File: config.mk
export PLATFORM = sky130hd
export DESIGN_NAME = i2c_req_arbiter_flat
export DESIGN_NICKNAME = d
export VERILOG_FILES = /design/src/rtl/i2c_pkg.sv /design/src/rtl/i2c_req_arbiter_if.sv /design/src/rtl/rr_arbiter.sv /design/src/rtl/i2c_req_arbiter.sv /design/src/flat_wrapper.sv
export SDC_FILE = /design/constraint.sdc
export NUM_CORES = 1
export LEC_CHECK = 0
export CAP_MARGIN = 20
export CORE_UTILIZATION = 51
export DETAILED_ROUTE_END_ITERATION = 8
export GPL_ROUTABILITY_DRIVEN = 0
export PLACE_DENSITY = 0.93
export SLEW_MARGIN = 0
export SYNTH_ARGS = -nofsm -noshare
export SYNTH_HDL_FRONTEND = slang
export SYNTH_SLANG_ARGS = --single-unit
File: constraint.sdc
create_clock -name clk -period 6 [get_ports clk]
set_input_delay 0.9 -clock clk [delete_from_list [all_inputs] [get_ports clk]]
set_output_delay 0.9 -clock clk [all_outputs]
set_load 0.01 [all_outputs]
File: src/rtl/i2c_pkg.sv
// Shared types and widths for the I2C request arbiter.
//   arb_state_t : arbiter FSM states
//   rsp_err_t   : completion status returned to the owning requester
package i2c_pkg;

  localparam int unsigned I2C_ADDR_W = 7;
  localparam int unsigned I2C_DATA_W = 8;

  typedef enum logic [1:0] {
    ST_IDLE  = 2'd0,
    ST_ISSUE = 2'd1,
    ST_WAIT  = 2'd2,
    ST_RESP  = 2'd3
  } arb_state_t;

  typedef enum logic [1:0] {
    ERR_OK      = 2'b00,
    ERR_NACK    = 2'b01,
    ERR_TIMEOUT = 2'b10
  } rsp_err_t;

endpackage

File: src/rtl/i2c_req_arbiter_if.sv
// Bundle of requester-side and master-side signals of the I2C request arbiter.
//   slave  : arbiter view (consumes requests and master status, drives grants/responses/master controls)
//   master : environment view (requesters plus the I2C byte engine)
interface i2c_req_arbiter_if #(
  parameter int unsigned NUM_REQ = 4
);
  import i2c_pkg::*;

  localparam int unsigned IDX_W = $clog2(NUM_REQ);

  logic [NUM_REQ-1:0]            req_valid;
  logic [NUM_REQ-1:0]            req_ready;
  logic [NUM_REQ*I2C_ADDR_W-1:0] req_addr;
  logic [NUM_REQ*I2C_DATA_W-1:0] req_wdata;
  logic [NUM_REQ-1:0]            req_rw;
  logic [NUM_REQ-1:0]            rsp_valid;
  logic [I2C_DATA_W-1:0]         rsp_rdata;
  rsp_err_t                      rsp_err;
  logic                          m_start;
  logic [I2C_ADDR_W-1:0]         m_addr;
  logic [I2C_DATA_W-1:0]         m_wdata;
  logic                          m_rw;
  logic                          m_busy;
  logic                          m_done;
  logic                          m_nack;
  logic [I2C_DATA_W-1:0]         m_rdata;
  logic [IDX_W-1:0]              owner;

  modport slave (
    input  req_valid, req_addr, req_wdata, req_rw, m_busy, m_done, m_nack, m_rdata,
    output req_ready, rsp_valid, rsp_rdata, rsp_err, m_start, m_addr, m_wdata, m_rw, owner
  );

  modport master (
    output req_valid, req_addr, req_wdata, req_rw, m_busy, m_done, m_nack, m_rdata,
    input  req_ready, rsp_valid, rsp_rdata, rsp_err, m_start, m_addr, m_wdata, m_rw, owner
  );

endinterface

File: src/rtl/rr_arbiter.sv
// Combinational round-robin pick: first set req bit at or after ptr, wrapping.
//   req : request vector       ptr : highest-priority index     en  : allow a grant
//   gnt : one-hot grant        idx : encoded grant index (0 when no grant)
module rr_arbiter #(
  parameter int unsigned NUM_REQ = 4
) (
  input  logic [NUM_REQ-1:0]         req,
  input  logic [$clog2(NUM_REQ)-1:0] ptr,
  input  logic                       en,
  output logic [NUM_REQ-1:0]         gnt,
  output logic [$clog2(NUM_REQ)-1:0] idx
);
  localparam int unsigned IDX_W = $clog2(NUM_REQ);

  logic             found;
  logic [IDX_W-1:0] cand;

  // Walk the requesters starting at ptr; the first hit wins.
  always_comb begin
    gnt   = '0;
    idx   = '0;
    found = 1'b0;
    cand  = '0;
    for (int i = 0; i < NUM_REQ; i++) begin
      cand = IDX_W'((32'(ptr) + 32'(i)) % NUM_REQ);
      if (en && !found && req[cand]) begin
        found     = 1'b1;
        gnt[cand] = 1'b1;
        idx       = cand;
      end
    end
  end

endmodule

File: src/rtl/i2c_req_arbiter.sv
// Shares one I2C byte-transaction master between NUM_REQ requesters.
//   clk, rst_n : clock, asynchronous active-low reset
//   bus        : requester valid/ready + packed addr/wdata/rw, per-requester
//                response pulse with rdata/err, master start/addr/wdata/rw,
//                master busy/done/nack/rdata, owner status
module i2c_req_arbiter
  import i2c_pkg::*;
#(
  parameter int unsigned NUM_REQ     = 4,
  parameter int unsigned TIMEOUT_CYC = 65535
) (
  input  logic             clk,
  input  logic             rst_n,
  i2c_req_arbiter_if.slave bus
);
  localparam int unsigned IDX_W = $clog2(NUM_REQ);
  localparam int unsigned CNT_W = $clog2(TIMEOUT_CYC + 1);

  arb_state_t            state_q, state_d;
  logic [IDX_W-1:0]      ptr_q, ptr_d, owner_q, owner_d, gnt_idx;
  logic [NUM_REQ-1:0]    gnt, rsp_valid_q, rsp_valid_d;
  logic [CNT_W-1:0]      cnt_q, cnt_d, cnt_inc;
  logic                  m_start_q, m_start_d, m_rw_q, m_rw_d;
  logic [I2C_ADDR_W-1:0] m_addr_q, m_addr_d;
  logic [I2C_DATA_W-1:0] m_wdata_q, m_wdata_d, rsp_rdata_q, rsp_rdata_d;
  rsp_err_t              rsp_err_q, rsp_err_d;
  logic                  active_q, arb_en, timeout;

  // active_q is low while rst_n is asserted, keeping req_ready at its reset value.
  assign arb_en = active_q && (state_q == ST_IDLE) && !bus.m_busy;

  rr_arbiter #(.NUM_REQ(NUM_REQ)) u_rr (
    .req (bus.req_valid),
    .ptr (ptr_q),
    .en  (arb_en),
    .gnt (gnt),
    .idx (gnt_idx)
  );

  // cnt_inc counts cycles since m_start; the abort is decided so that the
  // timeout response lands exactly TIMEOUT_CYC cycles after m_start.
  assign cnt_inc = cnt_q + CNT_W'(1);
  assign timeout = (cnt_inc == CNT_W'(TIMEOUT_CYC - 1));

  // Next-state and register updates.
  always_comb begin
    state_d     = state_q;
    ptr_d       = ptr_q;
    owner_d     = owner_q;
    cnt_d       = cnt_q;
    m_start_d   = 1'b0;
    rsp_valid_d = '0;
    m_addr_d    = m_addr_q;
    m_wdata_d   = m_wdata_q;
    m_rw_d      = m_rw_q;
    rsp_rdata_d = rsp_rdata_q;
    rsp_err_d   = rsp_err_q;
    case (state_q)
      ST_IDLE: begin
        if (|gnt) begin
          m_addr_d  = bus.req_addr[32'(gnt_idx) * I2C_ADDR_W +: I2C_ADDR_W];
          m_wdata_d = bus.req_wdata[32'(gnt_idx) * I2C_DATA_W +: I2C_DATA_W];
          m_rw_d    = bus.req_rw[gnt_idx];
          owner_d   = gnt_idx;
          ptr_d     = (gnt_idx == IDX_W'(NUM_REQ - 1)) ? '0 : gnt_idx + IDX_W'(1);
          m_start_d = 1'b1;
          state_d   = ST_ISSUE;
        end
      end
      ST_ISSUE: begin
        cnt_d   = '0;
        state_d = ST_WAIT;
      end
      ST_WAIT: begin
        cnt_d = cnt_inc;
        // m_done takes priority over a coincident timeout.
        if (bus.m_done) begin
          rsp_rdata_d          = m_rw_q ? bus.m_rdata : '0;
          rsp_err_d            = bus.m_nack ? ERR_NACK : ERR_OK;
          rsp_valid_d[owner_q] = 1'b1;
          state_d              = ST_RESP;
        end else if (timeout) begin
          rsp_rdata_d          = '0;
          rsp_err_d            = ERR_TIMEOUT;
          rsp_valid_d[owner_q] = 1'b1;
          state_d              = ST_RESP;
        end
      end
      ST_RESP: state_d = ST_IDLE;
      default: state_d = ST_IDLE;
    endcase
  end

  // State register.
  always_ff @(posedge clk or negedge rst_n) begin
    if (!rst_n) state_q <= ST_IDLE;
    else        state_q <= state_d;
  end

  // Capture, pointer, counter and output registers.
  always_ff @(posedge clk or negedge rst_n) begin
    if (!rst_n) begin
      active_q    <= 1'b0;
      ptr_q       <= '0;
      owner_q     <= '0;
      cnt_q       <= '0;
      m_start_q   <= 1'b0;
      rsp_valid_q <= '0;
      m_addr_q    <= '0;
      m_wdata_q   <= '0;
      m_rw_q      <= 1'b0;
      rsp_rdata_q <= '0;
      rsp_err_q   <= ERR_OK;
    end else begin
      active_q    <= 1'b1;
      ptr_q       <= ptr_d;
      owner_q     <= owner_d;
      cnt_q       <= cnt_d;
      m_start_q   <= m_start_d;
      rsp_valid_q <= rsp_valid_d;
      m_addr_q    <= m_addr_d;
      m_wdata_q   <= m_wdata_d;
      m_rw_q      <= m_rw_d;
      rsp_rdata_q <= rsp_rdata_d;
      rsp_err_q   <= rsp_err_d;
    end
  end

  assign bus.req_ready = gnt;
  assign bus.rsp_valid = rsp_valid_q;
  assign bus.rsp_rdata = rsp_rdata_q;
  assign bus.rsp_err   = rsp_err_q;
  assign bus.m_start   = m_start_q;
  assign bus.m_addr    = m_addr_q;
  assign bus.m_wdata   = m_wdata_q;
  assign bus.m_rw      = m_rw_q;
  assign bus.owner     = owner_q;

endmodule

File: src/flat_wrapper.sv
// flat-port wrapper written by rule: the top's interface ports become plain ports
module i2c_req_arbiter_flat import i2c_pkg::*;
#(
  parameter int unsigned NUM_REQ     = 4,
  parameter int unsigned TIMEOUT_CYC = 65535
)
  (clk, rst_n, bus_req_valid, bus_req_addr, bus_req_wdata, bus_req_rw, bus_m_busy, bus_m_done, bus_m_nack, bus_m_rdata, bus_req_ready, bus_rsp_valid, bus_rsp_rdata, bus_rsp_err, bus_m_start, bus_m_addr, bus_m_wdata, bus_m_rw, bus_owner);
  i2c_req_arbiter_if #(.NUM_REQ(NUM_REQ)) bus_i ();
  input  logic clk;
  input  logic rst_n;
  input wire logic [$bits(bus_i.req_valid)-1:0] bus_req_valid;
  input wire logic [$bits(bus_i.req_addr)-1:0] bus_req_addr;
  input wire logic [$bits(bus_i.req_wdata)-1:0] bus_req_wdata;
  input wire logic [$bits(bus_i.req_rw)-1:0] bus_req_rw;
  input wire logic [$bits(bus_i.m_busy)-1:0] bus_m_busy;
  input wire logic [$bits(bus_i.m_done)-1:0] bus_m_done;
  input wire logic [$bits(bus_i.m_nack)-1:0] bus_m_nack;
  input wire logic [$bits(bus_i.m_rdata)-1:0] bus_m_rdata;
  output wire logic [$bits(bus_i.req_ready)-1:0] bus_req_ready;
  output wire logic [$bits(bus_i.rsp_valid)-1:0] bus_rsp_valid;
  output wire logic [$bits(bus_i.rsp_rdata)-1:0] bus_rsp_rdata;
  output wire logic [$bits(bus_i.rsp_err)-1:0] bus_rsp_err;
  output wire logic [$bits(bus_i.m_start)-1:0] bus_m_start;
  output wire logic [$bits(bus_i.m_addr)-1:0] bus_m_addr;
  output wire logic [$bits(bus_i.m_wdata)-1:0] bus_m_wdata;
  output wire logic [$bits(bus_i.m_rw)-1:0] bus_m_rw;
  output wire logic [$bits(bus_i.owner)-1:0] bus_owner;
  assign bus_i.req_valid = bus_req_valid;
  assign bus_i.req_addr = bus_req_addr;
  assign bus_i.req_wdata = bus_req_wdata;
  assign bus_i.req_rw = bus_req_rw;
  assign bus_i.m_busy = bus_m_busy;
  assign bus_i.m_done = bus_m_done;
  assign bus_i.m_nack = bus_m_nack;
  assign bus_i.m_rdata = bus_m_rdata;
  assign bus_req_ready = bus_i.req_ready;
  assign bus_rsp_valid = bus_i.rsp_valid;
  assign bus_rsp_rdata = bus_i.rsp_rdata;
  assign bus_rsp_err = bus_i.rsp_err;
  assign bus_m_start = bus_i.m_start;
  assign bus_m_addr = bus_i.m_addr;
  assign bus_m_wdata = bus_i.m_wdata;
  assign bus_m_rw = bus_i.m_rw;
  assign bus_owner = bus_i.owner;
  i2c_req_arbiter #(.NUM_REQ(NUM_REQ), .TIMEOUT_CYC(TIMEOUT_CYC)) u_core (.clk(clk), .rst_n(rst_n), .bus(bus_i));
endmodule
After elaboration in Yosys (flattened, before gate mapping) --
Index checks and enable logic that the tools add are counted.
Storage, ports and cells: bits of input ports 81, output and inout bits 37, logic and storage cells 114, flip-flop bits (word level) 54
Cells by class: equal/unequal tests 7, bitwise logic cells 3, muxes and demuxes 48, add/subtract/negate cells 5, multiply operators 1, order comparisons 11, shift-type cells 2, reduce and logical (&&, ||, !) cells 25
Operators with widths (number):
- 16-bit one-hot mux with 2 select lines | 1
- 32-bit by 6-bit indexed part select with 8-bit output | 1
- 4-bit two-way mux | 7
- 28-bit by 6-bit indexed part select with 7-bit output | 1
- 8-bit two-way mux | 3
- 2-bit two-way mux | 10
- 2-bit by 3-bit less-than comparator with 1-bit output, second input constant | 6
- 16-bit by 1-bit adder with 16-bit output, second input constant | 1
- 16-bit == test, second input constant | 1
- 1-bit two-way mux | 16
- 1-bit logical AND | 14
- 4-bit bitwise OR | 3
- 1-bit binary-select mux with 2-bit select | 5
- 1-bit demux with 2-bit select | 5
- 2-bit by 1-bit greater-or-equal comparator with 1-bit output, second input constant | 5
- 2-bit one-hot mux with 4 select lines | 1
- 2-bit == test, second input constant | 3
- 2-bit AND reduction | 3
- 2-bit by 3-bit multiplier with 5-bit output, second input constant | 1
- 2-bit by 1-bit adder with 2-bit output, second input constant | 2
- 2-bit adder, second input constant | 2
- 1-bit zero test | 4
- 2-bit nonzero test | 2
- 4-bit OR reduction | 1
- other kinds (4) | 4

Longest topological paths before layout --
Gate-level depths: netlist (run 1).
word-level depth 20, depth in mapped cells 14, mapped depth without buffers 10

Modules after synthesis --
A second synthesis (run 1) with hierarchy kept.
Second synthesis, totals: cells, all modules 290, area, all modules 3319.4 um^2
By module, submodules not included:
- i2c_req_arbiter | seq. area each 1351.3 um^2, area each 2787.7 um^2, cells each 227, instances 1
- rr_arbiter | seq. area each 0.0 um^2, area each 531.8 um^2, cells each 63, instances 1

Worst setup path after synthesis (run 1) --
OpenSTA, ideal clock, no wires.
path type input-to-reg, start point input port bus_req_valid[2], end point register u_core.state_q[1], data required time 5.872 ns, stages on the path 9, arrival 3.320 ns, library setup time 0.128 ns, path slack 2.552 ns, buffers on the path 2, path through buf_2 > mux4_2 > nor2b_4 > and3_1 > a311o_1 > or4_4 > buf_6 > o2bb2ai_2 > mux2_1
On the way: word-level cells in the longest chain between the ends 19, elaborated cells between the ends (all ways) 31, those cells by class eq/ne (1); mux (15); bitwise (3); reduce/logical (12)
Ends and longest elaborated chain:
- from (decl) | line flat_wrapper.sv:11 | input wire logic [$bits(bus_i.req_valid)-1:0] bus_req_valid;
- 1-bit binary-select mux with 2-bit select | line rr_arbiter.sv:26 | if (en && !found && req[cand]) begin
- 1-bit two-way mux (not written as such) | line rr_arbiter.sv:26
- 1-bit logical AND | line rr_arbiter.sv:26
- 1-bit two-way mux | line rr_arbiter.sv:26
- 1-bit zero test | line rr_arbiter.sv:26
- 1-bit logical AND (2 in a row) | line rr_arbiter.sv:26
- 1-bit two-way mux | line rr_arbiter.sv:26
- 1-bit zero test | line rr_arbiter.sv:26
- 1-bit logical AND (2 in a row) | line rr_arbiter.sv:26
- 1-bit two-way mux | line rr_arbiter.sv:26
- 1-bit zero test | line rr_arbiter.sv:26
- 1-bit logical AND (2 in a row) | line rr_arbiter.sv:26
- 4-bit two-way mux * | line rr_arbiter.sv:26
- net bus_req_ready[2] | line flat_wrapper.sv:19 | output wire logic [$bits(bus_i.req_ready)-1:0] bus_req_ready;
- 4-bit OR reduction * | line i2c_req_arbiter.sv:60 | if (|gnt) begin
- 2-bit != test (no line) *
- 2-bit AND reduction (no line) *
- to (signal assigned) | line i2c_req_arbiter.sv:97 | else state_q <= state_d;
- to (decl) | line i2c_req_arbiter.sv:19 | arb_state_t state_q, state_d;
Mark *: on every way through the listed nets, which the timed path passes. The rest lies on a longest branch. The select of a mux whose other input is x is not followed. A chain may end at the register's enable or synchronous reset.

Worst setup path after layout (run 1) --
start point register u_core.ptr_q[0], end point output port bus_req_ready[0]
On the way: word-level cells in the longest chain between the ends 16, elaborated cells between the ends (all ways) 51, those cells by class add/sub (3); order compare (8); mux (23); bitwise (3); reduce/logical (14)
Ends and longest elaborated chain:
- from (decl) | line i2c_req_arbiter.sv:20 | logic [IDX_W-1:0] ptr_q, ptr_d, owner_q, owner_d, gnt_idx;
- from (signal assigned) | line i2c_req_arbiter.sv:116 | ptr_q <= ptr_d;
- branches (longest 15 deep; another with 2-bit by 3-bit less-than comparator with 1-bit output)
- 4-bit two-way mux * | line rr_arbiter.sv:26
- to (decl) | line flat_wrapper.sv:19
Every way passes the cells marked *. The select of a mux whose other input is x is not followed.

==> impl_results.md, run 1 <==
- Rel. slew slack: a little under two fifths
- Vias per inst: between 5 and 6
- Die W: between 80 and 90 um
- Clock root cell: clkbuf_8
- Die H: roughly 88 um
- Worst setup EP type: output port
- Die Area: slightly below 8000 um2
- Met2 WL: 5.12 mm
- DR WL/cell: about 18 um
- H-tree levels: 2
- First DRT Iteration DRCs: 120
- Syn Inst Count: between 300 and 400
- Final #Nets: ~570
- Top cells by area, synth: dfrtp_1, mux2i_1, mux2_4, nand2_1, ha_1
- CTS tree: built
- Leak: a little under 2 nW
- Hold crit path type: reg -> reg
- Row count: 30
- Setup TNS: 0 ns
- Final Hold Vio Count: 0
- R2R Path End: u_core.state_q[1]$_DFFE_PN0P_
- Synth warnings: 0
- Top sig layer: met4
- Antenna diodes: 0
- All-layer global routing usage: between 20% and 30%
- Drt first pass iters: 4
- Tightest Pin Transition: between 0.9 and 1 ns
- Tcrit/Tclk final: 70.8%
- Worst-path fanout max: 16
- Met1 WL: about 4.1 mm
- Synth-to-layout area growth: 33.1%
- Seq/Total Area, Yosys: a little over a third
- Hold buffer count at CTS: 0
- CTS Buf Count: 5
- RSZ-0062 raised after global routing: no
- Largest net degree at the start of global routing: between 50 and 60
- Netlist cell types: a little over 60
- Share of cells above drive strength 1: under 10%
- R2R Setup Slk: roughly 2.0 ns
- IR drop worst, VDD: roughly 0.23 mV
- Crit path time final: around 4.2 ns
- Clock sink total: 54
- Setup WS post-layout: approximately 1.8 ns
- Power Density: between 300 and 400 nW/um2
- Worst skew pair latency: 0.33 ns
- Post-route ant nets: 0
- Top post-synthesis cells by count: dfrtp_1, mux2i_1, nand2_1
- Yosys reg bits: 54
- WS Path Type: reg -> out
- DRC violations left: 0
- WL met3: around 660 um
- Count leader, synth: dfrtp_1
- Final Cell Area: between 5000 and 6000 um2
- Mean Syn Cell Area: roughly 10 um2
- Via count: between 3,000 and 4,000
- GRT Residual Overflow: 0
- Clk slew on worst S/H paths: approximately 0.090 ns
- Buffers on Ports: around 120
- Slew Limit Fails: 0
- Clk_skew: roughly 0.016 ns
- Most used DFF post-synth: dfrtp_1
- Status: complete, no violations
- Dpl ws: 1.76 ns
- Worst Hold Path EP: u_core.cnt_q[15]$_DFFE_PN0P_
- # resized after CTS: 0
- Max-Cap Viols: 0
- Final setup vio count: 0
- First-pass GRT wire length: between 15 and 20 mm
- Vias in the first global route: 3,182
- Max Buffers Root-to-Sink: 2
- Initial antenna violation count: 0
- Minimum hold slack: 0.501 ns
- Largest area contributor in the synthesized netlist: dfrtp_1
- CP startpoint kind: flip-flop
- Hold depth: 1
- FFs w/ async S/R, synth: 100%
- Hold path start: u_core.cnt_q[15]$_DFFE_PN0P_
- Setup Buffers After CTS: 0
- Initial Util: 54.1%
- Mapped cell area: 3770 um2
- Power Total: between 1.5 and 2 mW
- Placement Cell Area: 4930 um2
- Area fraction of the dominant cell type after synthesis: 35.8%
- Post-synth EDFFs: 0
- R2R cell count: 9
- Ports: between 100 and 150
- Reg-to-reg startpoint: u_core.ptr_q[0]$_DFFE_PN0P_
- Syn nets: around 470
- Routed WL: 10.2 mm
- Max frequency: between 200 and 250 MHz
- Worst Path Arrival: around 3.4 ns
- Core area: 6980 um2
- Critical path required time: slightly above 5 ns
- Hpwl dp: between 7 and 8 mm
-- flip-flops by register name (all words and copies together), names as in the netlist --
name and count:
u_core.bus.rsp_rdata 8, u_core.bus.owner 2, u_core.ptr_q 2, u_core.bus.rsp_valid 4
u_core.bus.m_addr 7, u_core.active_q 1, u_core.bus.m_start 1, u_core.bus.m_wdata 8
u_core.bus.rsp_err 2, u_core.state_q 2, u_core.cnt_q 16, u_core.bus.m_rw 1
-- how the worst max path moves through the flow --
| stage | from | slack [ns] | end | cells after the start |
|---|---|---|---|---|
| global placement | bus_req_valid[3] | 1.90 | u_core.state_q[1]$_DFFE_PN0P_ | 8 |
| detailed placement | bus_req_valid[3] | 1.76 | u_core.state_q[1]$_DFFE_PN0P_ | 8 |
| global route | u_core.ptr_q[0]$_DFFE_PN0P_ | 1.51 | bus_req_ready[0] | 7 |
| CTS | bus_req_valid[3] | 1.78 | bus_req_ready[0] | 6 |
| finish | u_core.ptr_q[0]$_DFFE_PN0P_ | 1.75 | bus_req_ready[0] | 7 |
| floorplan | bus_req_valid[2] | 2.55 | u_core.state_q[1]$_DFFE_PN0P_ | 9 |
-- cell usage in the layout, fill, tap and decap left out, types with 3 or more instances in the layout --
cell type and n:
buf_4 4, nor2_1 9, xnor2_1 3, o31ai_1 8
clkdlybuf4s50_1 116, inv_1 11, a21oi_1 7, o21ai_0 24
nand2_1 48, nand4_1 11, dfrtp_1 54, nor3_1 3
mux2_4 14, and2_1 3, mux2_2 6, mux4_2 3
nor3b_1 8, ha_1 13, mux2i_1 53, nand3b_1 5
nand3_1 8, nor4_1 4, and3_1 6, clkbuf_8 5
-- cell type report --
class	instances	area, um2
well taps	96	120
flip-flops and latches	54	1350
clock buffers	5	68.8
repair buffers	121	1200
inverters	11	41.3
fillers	504	1960
clock inverters	3	23.8
multi-input cells	284	2220
-- layer usage --
layer / track usage (%) / vias to the layer above
li1: - / 1587
met4: 9.68 / 0
met1: 34.0 / 1630
met3: 5.94 / 21
met2: 44.1 / 133
met5: 0 / -
-- per-stage QoR --
stage,util (%),instances
after detailed placement,70.6,566
final,71.9,574
after CTS,71.9,574
after global routing,71.9,574
after floorplan,-,378
after global placement,70.6,566
-- power by group --
part / internal, mW / switching (mW) / total [mW]
clock: 0.0837 / 0.130 / 0.214
combinational: 0.509 / 0.474 / 0.983
sequential: 0.480 / 0.101 / 0.581
-- worst max-delay path, stage by stage (launching register included) --
cell and delay (ns):
dfrtp_1 0.69, inv_1 0.27, ha_1 0.55, nor2b_1 0.18
a21oi_1 0.07, o21ai_0 0.41, a221o_1 0.29, clkdlybuf4s50_1 0.56
-- cells by family (layout without fill, tap and decap cells) --
logic type	Yosys count	in the layout	synth area share, %
other	1	1	0.0994
adder cells (fa/ha/maj)	13	13	4.31
AO/OA/AOI/OAI	67	67	12.1
AND/OR/NAND/NOR	122	122	17.5
multiplexers	77	77	23.5
buffers and inverters	40	140	5.77
flip-flops	54	54	35.8
XOR/XNOR	4	4	0.929
Note: power is estimated with default switching activity, not from simulation.
==> run 2, diff against run 1 <==
--- a/config.mk
+++ b/config.mk
@@ -6,10 +6,10 @@
 export NUM_CORES = 1
 export LEC_CHECK = 0
 export CAP_MARGIN = 20
-export CORE_UTILIZATION = 51
+export CORE_UTILIZATION = 43
 export DETAILED_ROUTE_END_ITERATION = 8
 export GPL_ROUTABILITY_DRIVEN = 0
-export PLACE_DENSITY = 0.93
+export PLACE_DENSITY = 0.84
 export SLEW_MARGIN = 0
 export SYNTH_ARGS = -nofsm -noshare
 export SYNTH_HDL_FRONTEND = slang
==> constraint.sdc (replaced) <==
create_clock -name clk -period 3.55 [get_ports clk]
set_input_delay 0.5325 -clock clk [delete_from_list [all_inputs] [get_ports clk]]
set_output_delay 0.5325 -clock clk [all_outputs]
set_load 0.01 [all_outputs]
==> run 2 against run 1 <==
Effect of this change: sequential share of layout area fell by 0.66 points; register-to-register slack got worse by 1.7 ns; core utilization fell by 10 points; hold slack got worse by 0.21 ns.
==> impl_results.md, run 2 (synthesized netlist as in run 1, its figures left out) <==
- Status: complete, no violations (unchanged)
- Reg-to-reg startpoint: u_core.ptr_q[0]$_DFFE_PN0P_ (unchanged)
- WS Path Type: in -> out (was reg -> out)
- DRC violations left: 0 (unchanged)
- Antenna diodes: 0 (unchanged)
- R2R Setup Slk: 0.34 ns (was 2.00 ns)
- Die Area: 9150 um2 (was 7750 um2)
- Rel. slew slack: 47.1% (was 37.5%)
- Largest net degree at the start of global routing: 37 (was 55)
- Hold crit path type: in -> async (was reg -> reg)
- Filler cell count: 662 (was 504)
- Row count: 33 (was 30)
- Power Density: 594 nW/um2 (was 354 nW/um2)
- RSZ-0062 raised after global routing: no (unchanged)
- Buffers on Ports: 117 (unchanged)
- Final Hold Vio Count: 0 (unchanged)
- First-pass GRT wire length: 15.1 mm (was 15.7 mm)
- Worst skew pair latency: 0.31 ns (was 0.33 ns)
- IR drop worst, VDD: 0.523 mV (was 0.231 mV)
- Clock root cell: clkbuf_8 (unchanged)
- GRT Residual Overflow: 0 (unchanged)
- Max FFs per register: 16 (unchanged)
- Most frequent cells in the layout: clkdlybuf4s50_1, dfrtp_1, mux2i_1, nand2_1, o21ai_0 (unchanged)
- All-layer global routing usage: 20.8% (was 26.5%)
- Max Buffers Root-to-Sink: 2 (unchanged)
- Leak: 2.02 nW (was 1.94 nW)
- H-tree levels: 2 (unchanged)
- Vias per inst: 5.68 (was 5.87)
- Commonest non-fill, non-tap cell in the layout: clkdlybuf4s50_1 (unchanged)
- Slew Limit Fails: 0 (unchanged)
- Tightest Pin Transition: 0.787 ns (was 0.937 ns)
- Core area: 8340 um2 (was 6980 um2)
- R2R Path End: u_core.bus.m_addr[4]$_DFFE_PN0P_ (was u_core.state_q[1]$_DFFE_PN0P_)
- Ports: 118 (unchanged)
- Worst-path fanout max: 14 (was 16)
- Max-Cap Viols: 0 (unchanged)
- Routed WL: 9.77 mm (was 10.2 mm)
- DR WL/cell: 16.4 um (was 17.7 um)
- CTS tree: built (unchanged)
- CTS Buf Count: 5 (unchanged)
- Most flops, register: u_core.cnt_q (unchanged)
- Worst Path Arrival: 2.87 ns (was 3.35 ns)
- Initial antenna violation count: 0 (unchanged)
- R2R cell count: 9 (unchanged)
- Tcrit/Tclk final: about 96%
- Post-route ant nets: 0 (unchanged)
- Initial Util: 45.2% (was 54.1%)
- Crit path time final: about 3.4 ns
- Die H: 95.7 um (was 88.0 um)
- Final #Nets: 583 (was 571)
- Drt first pass iters: 4 (unchanged)
- Final setup vio count: 0 (unchanged)
- Clock sink total: 54 (unchanged)
- Synth-to-layout area growth: 36.4% (was 33.1%)
- Setup TNS: 0 ns (unchanged)
- Vias in the first global route: 3,195 (was 3,182)
- Cells after DPL: 587 (was 566)
- Worst setup EP type: output port (unchanged)
- CP startpoint kind: input pin (was flip-flop)
- Critical path required time: 3.02 ns (was 5.10 ns)
- Clk slew on worst S/H paths: 0.10 ns (was 0.09 ns)
- First DRT Iteration DRCs: 181 (was 120)
- Die W: 95.7 um (was 88.0 um)
- Clk_skew: 0.00726 ns (was 0.0164 ns)
- Share of cells above drive strength 1: 12.0% (was 9.83%)
- Non-filler cells, final: 595 (was 574)
- Hpwl dp: 7.29 mm (was 7.43 mm)
- Via count: 3,378 (was 3,371)
- Max frequency: ~300 MHz
[run 2: cell types whose count changed in the layout (fill, tap and decap cells not counted), sizes merged]
cell / before / now
buf: 5 / 17
clkinvlp: 2 / 0
clkinv: 0 / 1
inv: 12 / 11
clkbuf: 5 / 7
[run 2: layout make-up]
class	instances	area (um2)	area share (%)
multi-input cells	284	2220	43.1
well taps	105	131	2.55
inverters	11	41.3	0.802
flip-flops and latches	54	1350	26.2
clock buffers	7	96.3	1.87
clock inverters	1	8.76	0.170
repair buffers	133	1300	25.2
[run 2: repair_timing]
action                     in CTS  in global routing
hold endpoints to repair        0                  0
resized for setup               0                  1
hold buffers                    0                  0
setup endpoints to repair       0                  4
setup buffers                   0                  0
[run 2: per-layer routing]
layer | track usage [%] | vias to the layer above | share of wire [%]
met1 | 26.5 | 1620 | 40
met2 | 36.3 | 150 | 51
met3 | 4.15 | 10 | 8.6
met5 | 0 | - | 0
met4 | 4.98 | 0 | 0.88
li1 | - | 1598 | -
[run 2: metrics by stage]
stage               setup WS, ns  hold WS (ns)  utilization (%)  area (um2)  total power, mW
floorplan                  0.142         0.237                -        3770             2.00
global placement           0.180         0.475             60.5        5040             2.62
detailed placement         0.129         0.481             60.5        5040             2.68
CTS                        0.162         0.313             61.7        5150             3.08
global route              0.0178         0.350             61.7        5150             3.27
finish                     0.152         0.294             61.7        5150             3.06
[run 2: worst max-delay path by stage]
stage                                     start                                to  slack [ns]  cells after the start
floorplan           u_core.ptr_q[0]$_DFFE_PN0P_     u_core.state_q[1]$_DFFE_PN0P_        0.14                     12
global placement               bus_req_valid[3]  u_core.bus.m_addr[1]$_DFFE_PN0P_        0.18                      8
detailed placement             bus_req_valid[3]  u_core.bus.m_addr[5]$_DFFE_PN0P_        0.13                      8
CTS                 u_core.ptr_q[0]$_DFFE_PN0P_                  bus_req_ready[3]        0.16                      7
global route        u_core.ptr_q[0]$_DFFE_PN0P_                  bus_req_ready[3]        0.02                      7
finish                         bus_req_valid[3]                  bus_req_ready[1]        0.15                      5
[run 2: critical path, cell delays in order]
cell and delay [ns]:
clkdlybuf4s50_1 0.50, mux4_2 0.65, nor3b_1 0.37, a221o_1 0.26
clkdlybuf4s50_1 0.56
[run 2: power by group]
group,total (mW),switching [mW],internal [mW]
combinational,1.73,0.822,0.903
clock,0.381,0.202,0.179
sequential,0.952,0.140,0.812
total,3.06,1.16,1.89
